==> src/rtl/comparator_seq.sv <==
// Multi-cycle magnitude/equality comparator: walks SLICE bits per cycle from the
// MSB slice down, with optional early exit on the first differing slice.
module comparator_seq #(
    parameter int N          = 32,
    parameter int SLICE      = 8,
    parameter int EARLY_EXIT = 1
) (
    input  logic         clk,
    input  logic         rst_n,
    input  logic         i_valid,
    output logic         i_ready,
    input  logic [N-1:0] a,
    input  logic [N-1:0] b,
    input  logic [2:0]   mode,
    output logic         o_valid,
    input  logic         o_ready,
    output logic         out,
    output logic         o_eq,
    output logic         o_lt
);

    localparam int S  = N / SLICE;
    localparam int KW = (S > 1) ? $clog2(S) : 1;
    localparam logic [KW-1:0] K_TOP = KW'(S - 1);

    localparam logic [1:0] ST_IDLE = 2'd0;
    localparam logic [1:0] ST_RUN  = 2'd1;
    localparam logic [1:0] ST_DONE = 2'd2;

    logic [1:0]       r_state;
    logic [N-1:0]     r_a;
    logic [N-1:0]     r_b;
    logic [2:0]       r_mode;
    logic [KW-1:0]    r_k;
    logic             r_eq;
    logic             r_lt;
    logic             r_dec;
    logic             r_o_valid;
    logic             r_out;
    logic             r_o_eq;
    logic             r_o_lt;

    logic [SLICE-1:0] w_a_sl;
    logic [SLICE-1:0] w_b_sl;
    logic             w_signed;
    logic             w_diff;
    logic             w_eq_n;
    logic             w_lt_n;
    logic             w_last;
    logic             w_out;

    always_comb begin
        w_a_sl   = SLICE'(r_a >> (int'(r_k) * SLICE));
        w_b_sl   = SLICE'(r_b >> (int'(r_k) * SLICE));
        w_signed = (r_mode == 3'b010) || (r_mode == 3'b011);
        // Flipping both sign bits turns the signed top-slice compare into an unsigned one.
        if (w_signed && (r_k == K_TOP)) begin
            w_a_sl[SLICE-1] = ~w_a_sl[SLICE-1];
            w_b_sl[SLICE-1] = ~w_b_sl[SLICE-1];
        end
        w_diff = (w_a_sl != w_b_sl);
        w_eq_n = r_eq;
        w_lt_n = r_lt;
        if (!r_dec && w_diff) begin
            w_eq_n = 1'b0;
            w_lt_n = (w_a_sl < w_b_sl);
        end
        w_last = (r_k == '0) || (w_diff && (EARLY_EXIT != 0));
        case (r_mode)
            3'b000:         w_out = w_eq_n;
            3'b001:         w_out = ~w_eq_n;
            3'b010, 3'b100: w_out = w_lt_n;
            3'b011, 3'b101: w_out = ~w_lt_n;
            default:        w_out = 1'b0;
        endcase
    end

    always_ff @(posedge clk or negedge rst_n) begin
        if (!rst_n) begin
            r_state   <= ST_IDLE;
            r_a       <= '0;
            r_b       <= '0;
            r_mode    <= '0;
            r_k       <= '0;
            r_eq      <= 1'b1;
            r_lt      <= 1'b0;
            r_dec     <= 1'b0;
            r_o_valid <= 1'b0;
            r_out     <= 1'b0;
            r_o_eq    <= 1'b0;
            r_o_lt    <= 1'b0;
        end else begin
            case (r_state)
                ST_IDLE: begin
                    if (i_valid) begin
                        r_a     <= a;
                        r_b     <= b;
                        r_mode  <= mode;
                        r_k     <= K_TOP;
                        r_eq    <= 1'b1;
                        r_lt    <= 1'b0;
                        r_dec   <= 1'b0;
                        r_state <= ST_RUN;
                    end
                end
                ST_RUN: begin
                    r_eq  <= w_eq_n;
                    r_lt  <= w_lt_n;
                    r_dec <= r_dec | w_diff;
                    if (w_last) begin
                        r_state   <= ST_DONE;
                        r_o_valid <= 1'b1;
                        r_out     <= w_out;
                        r_o_eq    <= w_eq_n;
                        r_o_lt    <= w_lt_n;
                    end else begin
                        r_k <= r_k - 1'b1;
                    end
                end
                ST_DONE: begin
                    if (o_ready) begin
                        r_o_valid <= 1'b0;
                        r_state   <= ST_IDLE;
                    end
                end
                default: r_state <= ST_IDLE;
            endcase
        end
    end

    assign i_ready = (r_state == ST_IDLE);
    assign o_valid = r_o_valid;
    assign out     = r_out;
    assign o_eq    = r_o_eq;
    assign o_lt    = r_o_lt;

endmodule
==> config.mk <==
export PLATFORM = sky130hd
export DESIGN_NAME = comparator_seq
export DESIGN_NICKNAME = d
export VERILOG_FILES = /design/src/rtl/comparator_seq.sv
export SDC_FILE = /design/constraint.sdc
export NUM_CORES = 1
export LEC_CHECK = 0
export BUFFER_PORTS_ARGS = -buffer_cell sky130_fd_sc_hd__buf_2
export CAP_MARGIN = 20
export CORE_UTILIZATION = 45
export CTS_CLUSTER_SIZE = 14
export DETAILED_ROUTE_END_ITERATION = 10
export HOLD_SLACK_MARGIN = 0.03
export PLACE_DENSITY = 0.77
export SKIP_CTS_REPAIR_TIMING = 1
export SLEW_MARGIN = 40
export SYNTH_ARGS = -nofsm -noshare
export SYNTH_HDL_FRONTEND = slang
export SYNTH_SLANG_ARGS = --single-unit
==> constraint.sdc <==
create_clock -name clk -period 5.3 [get_ports clk]
set_clock_uncertainty 0.2 [all_clocks]
set_input_delay 0.795 -clock clk [delete_from_list [all_inputs] [get_ports clk]]
set_output_delay 0.795 -clock clk [all_outputs]
set_load 0.01 [all_outputs]
Word level (Yosys, flattened, before mapping)

Cells that the tools add are included.

Multiplexer cells: 20
Equality and inequality tests: 13
Bitwise logic cells: 5
Reductions and logical operators: 18
Shifts and indexed selects: 2
Order comparisons: 1
Add/subtract/negate cells: 1

Operators by type and width:

| kind                                                                   | count |
|---|---|
| 32-bit by 5-bit >> shifter with 8-bit output                           | 2 |
| 2-bit 2-to-1 mux                                                       | 5 |
| 3-bit AND reduction                                                    | 3 |
| 8-bit < comparator                                                     | 1 |
| 1-bit 2-to-1 mux                                                       | 8 |
| 2-bit != test (second input constant)                                  | 4 |
| 8-bit != test                                                          | 1 |
| 1-bit case mux with 2 select lines                                     | 4 |
| 3-bit by 2-bit equality test with 1-bit output (second input constant) | 2 |
| 3-bit equality test (second input constant)                            | 2 |
| 2-bit case mux with 3 select lines                                     | 1 |
| 2-bit AND reduction                                                    | 3 |
| 2-bit equality test (second input constant)                            | 2 |
| 2-bit logical NOT                                                      | 2 |
| 1-bit inverter                                                         | 4 |
| 1-bit case mux with 4 select lines                                     | 1 |
| 2-bit case mux with 2 select lines                                     | 1 |
| 2-bit nonzero test                                                     | 2 |
| 2-bit OR reduction                                                     | 2 |
| 3-bit by 1-bit equality test with 1-bit output (second input constant) | 1 |
| 3-bit logical NOT                                                      | 1 |
| 2-bit by 1-bit equality test with 1-bit output (second input constant) | 1 |
| 1-bit logical AND                                                      | 2 |
| 1-bit logical OR                                                       | 2 |
| 3 further kinds                                                        | 3 |

Output and inout port bits: 5
Flip-flop bits (word level): 78

Depth between registers and ports, before layout

Depth in word-level cells: 9
Mapped depth: 9
Mapped depth without buffers: 9

Worst setup path before layout

No wires, ideal clock.

Path kind: flip-flop to flip-flop
Start: register r_k[0]
End: register r_out, in the netlist out
Stages on the path, launching flop included: 9
Required time: 5.014 ns
Buffers on the path: 1
Arrival time: 2.530 ns
Clock period less this slack: 2.816 ns
Path slack: 2.484 ns
Cell sequence: dfrtp_1 > clkbuf_1 > mux4_2 > ha_1 > nand4_4 > o21ai_4 > nand2_2 > o221a_1 > a32oi_1

Longest elaborated chain between the ends: 8
Elaborated cells between the ends (all ways): 19
Classes of those cells: 1 x order compare; 2 x eq/ne; 2 x shift; 5 x mux; 4 x bitwise; 5 x reduce/logical

RTL lines:

| what                                                                       | RTL line | RTL |
|---|---|---|
| start: declaration                                                         | 34       | `logic [KW-1:0] r_k;` |
| start signal: assignment                                                   | 117      | `r_k <= r_k - 1'b1;` |
| parallel branches: the longest is 8 deep, another holds 8-bit < comparator | --       |  |
| end signal: assignment                                                     | 113      | `r_out <= w_out;` |
| end: declaration                                                           | 39       | `logic r_out;` |

Several ways; the timed one is not identified.
A chain may end at the register's enable or synchronous reset.

Final worst setup path

Same ends and word-level chain as after synthesis.

==> results by group <==
Outcome
  – Outcome: finished, final reports clean

Clock tree
  – Deepest clock path buffer count: 2
  – Clock latency on the worst-skew pair: 0.35 ns
  – Clk Tree Root Cell: clkbuf_8
  – Cts bufs inserted: 9
  – TritonCTS clock tree: done
  – Clock-pin slew on the worst setup and hold paths: 0.08 ns
  – TritonCTS Sinks: 78
  – Number of H-tree levels: 3

Routing
  – Drt wl/cell: 16.0 µm
  – Post-route ant nets: 0
  – Vias post-DR: ~2400
  – Initial DRC count: 145
  – Via density: approximately 5.4
  – First drt pass iteration count: 4
  – Final WL: around 7.2 mm
  – Post-route DRC: 0

Placed design
  – I/O Buffers: 75
  – Post-detail-place hpwl: roughly 5.2 mm
  – Placer Congestion: 0.808
  – Placed instance area: approximately 0.0043 mm²

Timing
  – Max Clk Rate: approximately 300 MHz
  – Final Hold Viols: 0
  – Fin crit share: 62.1%
  – Final setup fails: 0
  – RSZ-0062 raised after global routing: no
  – Relative slew slack: between 40 and 50%
  – Slew @ Worst Pin: 0.831 ns
  – Max Slew Vio Count: 0
  – Post-layout min period: 3.29 ns
  – TNS Setup: 0 ns

Worst setup path
  – Crit path max-delay cell type: dfrtp_2
  – Cells along the critical path: buf_4 -> mux4_2 -> xor2_1 -> ha_1 -> nand4_4 -> nor3_2 -> nor2_1 -> o221a_1 -> a32oi_1
  – Crit-path max cell delay: around 0.68 ns
  – CP max FO: 17
  – Worst Path Required: 5.36 ns
  – Critical Path Start Type: flop
  – CP arrival: about 3.4 ns
  – Crit. End Element: flop
  – Worst setup path category: reg2reg

Synthesis
  – Yosys reg bits: 78
  – Syn Nets: 349
  – Synthesized area: slightly below 0.004 mm²
  – Post-synthesis sequential area ratio: 50.3%
  – Post-Syn Area per Cell: 14.5 µm²
  – Netlist cell types: 40
  – Synth Instances: 268
  – Synthesis warning total: 0

Global routing
  – GRT met2 Usage: 27.0%
  – First-pass GRT wire length: 11.8 mm
  – Met3 Use GR: 4.59%
  – Vias in the first global route: 2475
  – Initial antenna violation count: 0
  – GRT Util Overall: ~18%
  – GR peak layer: met2
  – Largest net degree at the start of global routing: 79
  – Gr ovfl total: 0
  – M1 GR Usage: 23.6%

Final layout
  – Commonest non-fill, non-tap cell in the layout: dfrtp_1
  – Area Overhead vs Synth: 16.0%
  – Layout fillers: 664
  – Layout Nets: between 400 and 500
  – Area of the multi-input gates: 0.00179 mm²
  – Register Area: 0.00195 mm²
  – Layout cells sized above 1: 53.5%
  – Ant diodes: 0
  – Commonest non-fill, non-tap cells in the layout: 76 x dfrtp_1, 74 x buf_2, 37 x mux2_2
  – Final Instance Area: 0.00450 mm²

Floorplanning
  – Die Y-Extent: 94.9 µm
  – Die X-Extent: roughly 95 µm
  – Core area: just over 0.008 mm²
  – Site Rows: 33
  – I/O pins: 76
  – Die area: 0.00900 mm²
  – Initial Util: 46.8%

Power
  – Peak VDD IR: 0.000370 V
  – Leakage: ~0.0021 µW
  – Pwr dens: 595 mW/mm²

Flow run
  – Maxcap violations: 0

Hold path
  – Hold Path Class: in2async
## kinds of logic after synthesis
group           after synthesis  share of synthesized area (%)
flops                        78                           50.3
buf+inv                      26                           3.61
fa+ha+maj                    10                           3.22
compound gates               29                           5.06
xor+xnor                      2                          0.451
simple gates                 38                           5.22
mux                          85                           32.1
## layout make-up
| type | count | area share [%] |
|---|---|---|
| Tap cell | 105 | 2.92 |
| Multi-Input combinational cell | 164 | 39.8 |
| Timing Repair Buffer | 77 | 9.09 |
| Clock buffer | 10 | 2.83 |
| Inverter | 11 | 0.917 |
| Sequential cell | 78 | 43.4 |
| Clock inverter | 6 | 1.03 |
## registers in the layout, summed over array words and instances, names as in the netlist
| name | count |
|---|---|
| r_k | 2 |
| r_eq | 1 |
| o_lt | 1 |
| r_a | 32 |
| r_b | 32 |
| o_valid | 1 |
| out | 1 |
| r_state | 2 |
| r_dec | 1 |
| r_mode | 3 |
| o_eq | 1 |
| r_lt | 1 |
## synthesized netlist by cell type, drive strengths merged
master  instances  area (µm²)
a31oi           1        6.26
mux2           67         867
nor2b           1        6.26
a211oi          2        15.0
clkbuf          1        3.75
nand4           2        33.8
o221a           1        11.3
and2            1        6.26
a32oi           1        8.76
ha             10         125
a22oi           1        7.51
dfstp           1        26.3
nand3b          2        15.0
xor2            1        8.76
dfrtp          77        1930
nor3            4        25.0
o21ai          10        61.3
a21o            1        7.51
mux4           16         360
nor4            2        12.5
o31ai           1        7.51
mux2i           2        20.0
o211ai          2        15.0
nand2          15        58.8
inv            11        41.3
nand3           1        5.00
o311ai          1        16.3
a21oi           8        40.0
nor2           10        40.0
xnor2           1        8.76
buf            14        95.1
## metal layers
layer | routed length, µm | part of all wire [%]
met4 | 151 | 2.1
met2 | 3470 | 48
met3 | 350 | 4.8
met1 | 3260 | 45
met5 | 0 | 0
## critical path, delay by kind of cell (launching register included)
kind / cells / cell delay [ns]
adder cells (fa/ha/maj): 1 / 0.37
AO/OA/AOI/OAI: 2 / 0.35
multiplexers: 1 / 0.51
XOR/XNOR: 1 / 0.16
buffers and inverters: 1 / 0.25
flip-flops: 1 / 0.68
AND/OR/NAND/NOR: 3 / 0.68
## path summary, 6_finish.rpt
path                       slack (ns)  cells after the start               start                   to
max in group asynchronous        4.13                      1               rst_n   r_k[0]$_DFFE_PN0P_
min in group clk                 0.29                      2    o_eq$_DFFE_PN0P_     o_eq$_DFFE_PN0P_
min                              0.25                      1               rst_n  r_b[30]$_DFFE_PN0P_
max reg2reg                      2.01                      9  r_k[0]$_DFFE_PN0P_      out$_DFFE_PN0P_
max                              2.01                      9  r_k[0]$_DFFE_PN0P_      out$_DFFE_PN0P_
min reg2reg                      0.29                      2    o_eq$_DFFE_PN0P_     o_eq$_DFFE_PN0P_
## report_power, final
group | switching [µW] | internal, µW
logic | 497 | 687
clock network | 223 | 172
registers | 208 | 892
total | 928 | 1750
## per-stage QoR
stage                     setup WS (ns)  util (%)  hold slack (ns)  power [µW]  cells
after global routing               1.78      54.2            0.319        2870    451
after floorplan                    2.48         -            0.275        2050    268
after CTS                          1.97      54.2            0.284        2700    451
final                              2.01      54.2            0.253        2680    451
after global placement             1.80      51.8            0.284        2240    434
after detailed placement           1.99      52.1            0.281        2300    435
Power figures use the tool's default switching activity.
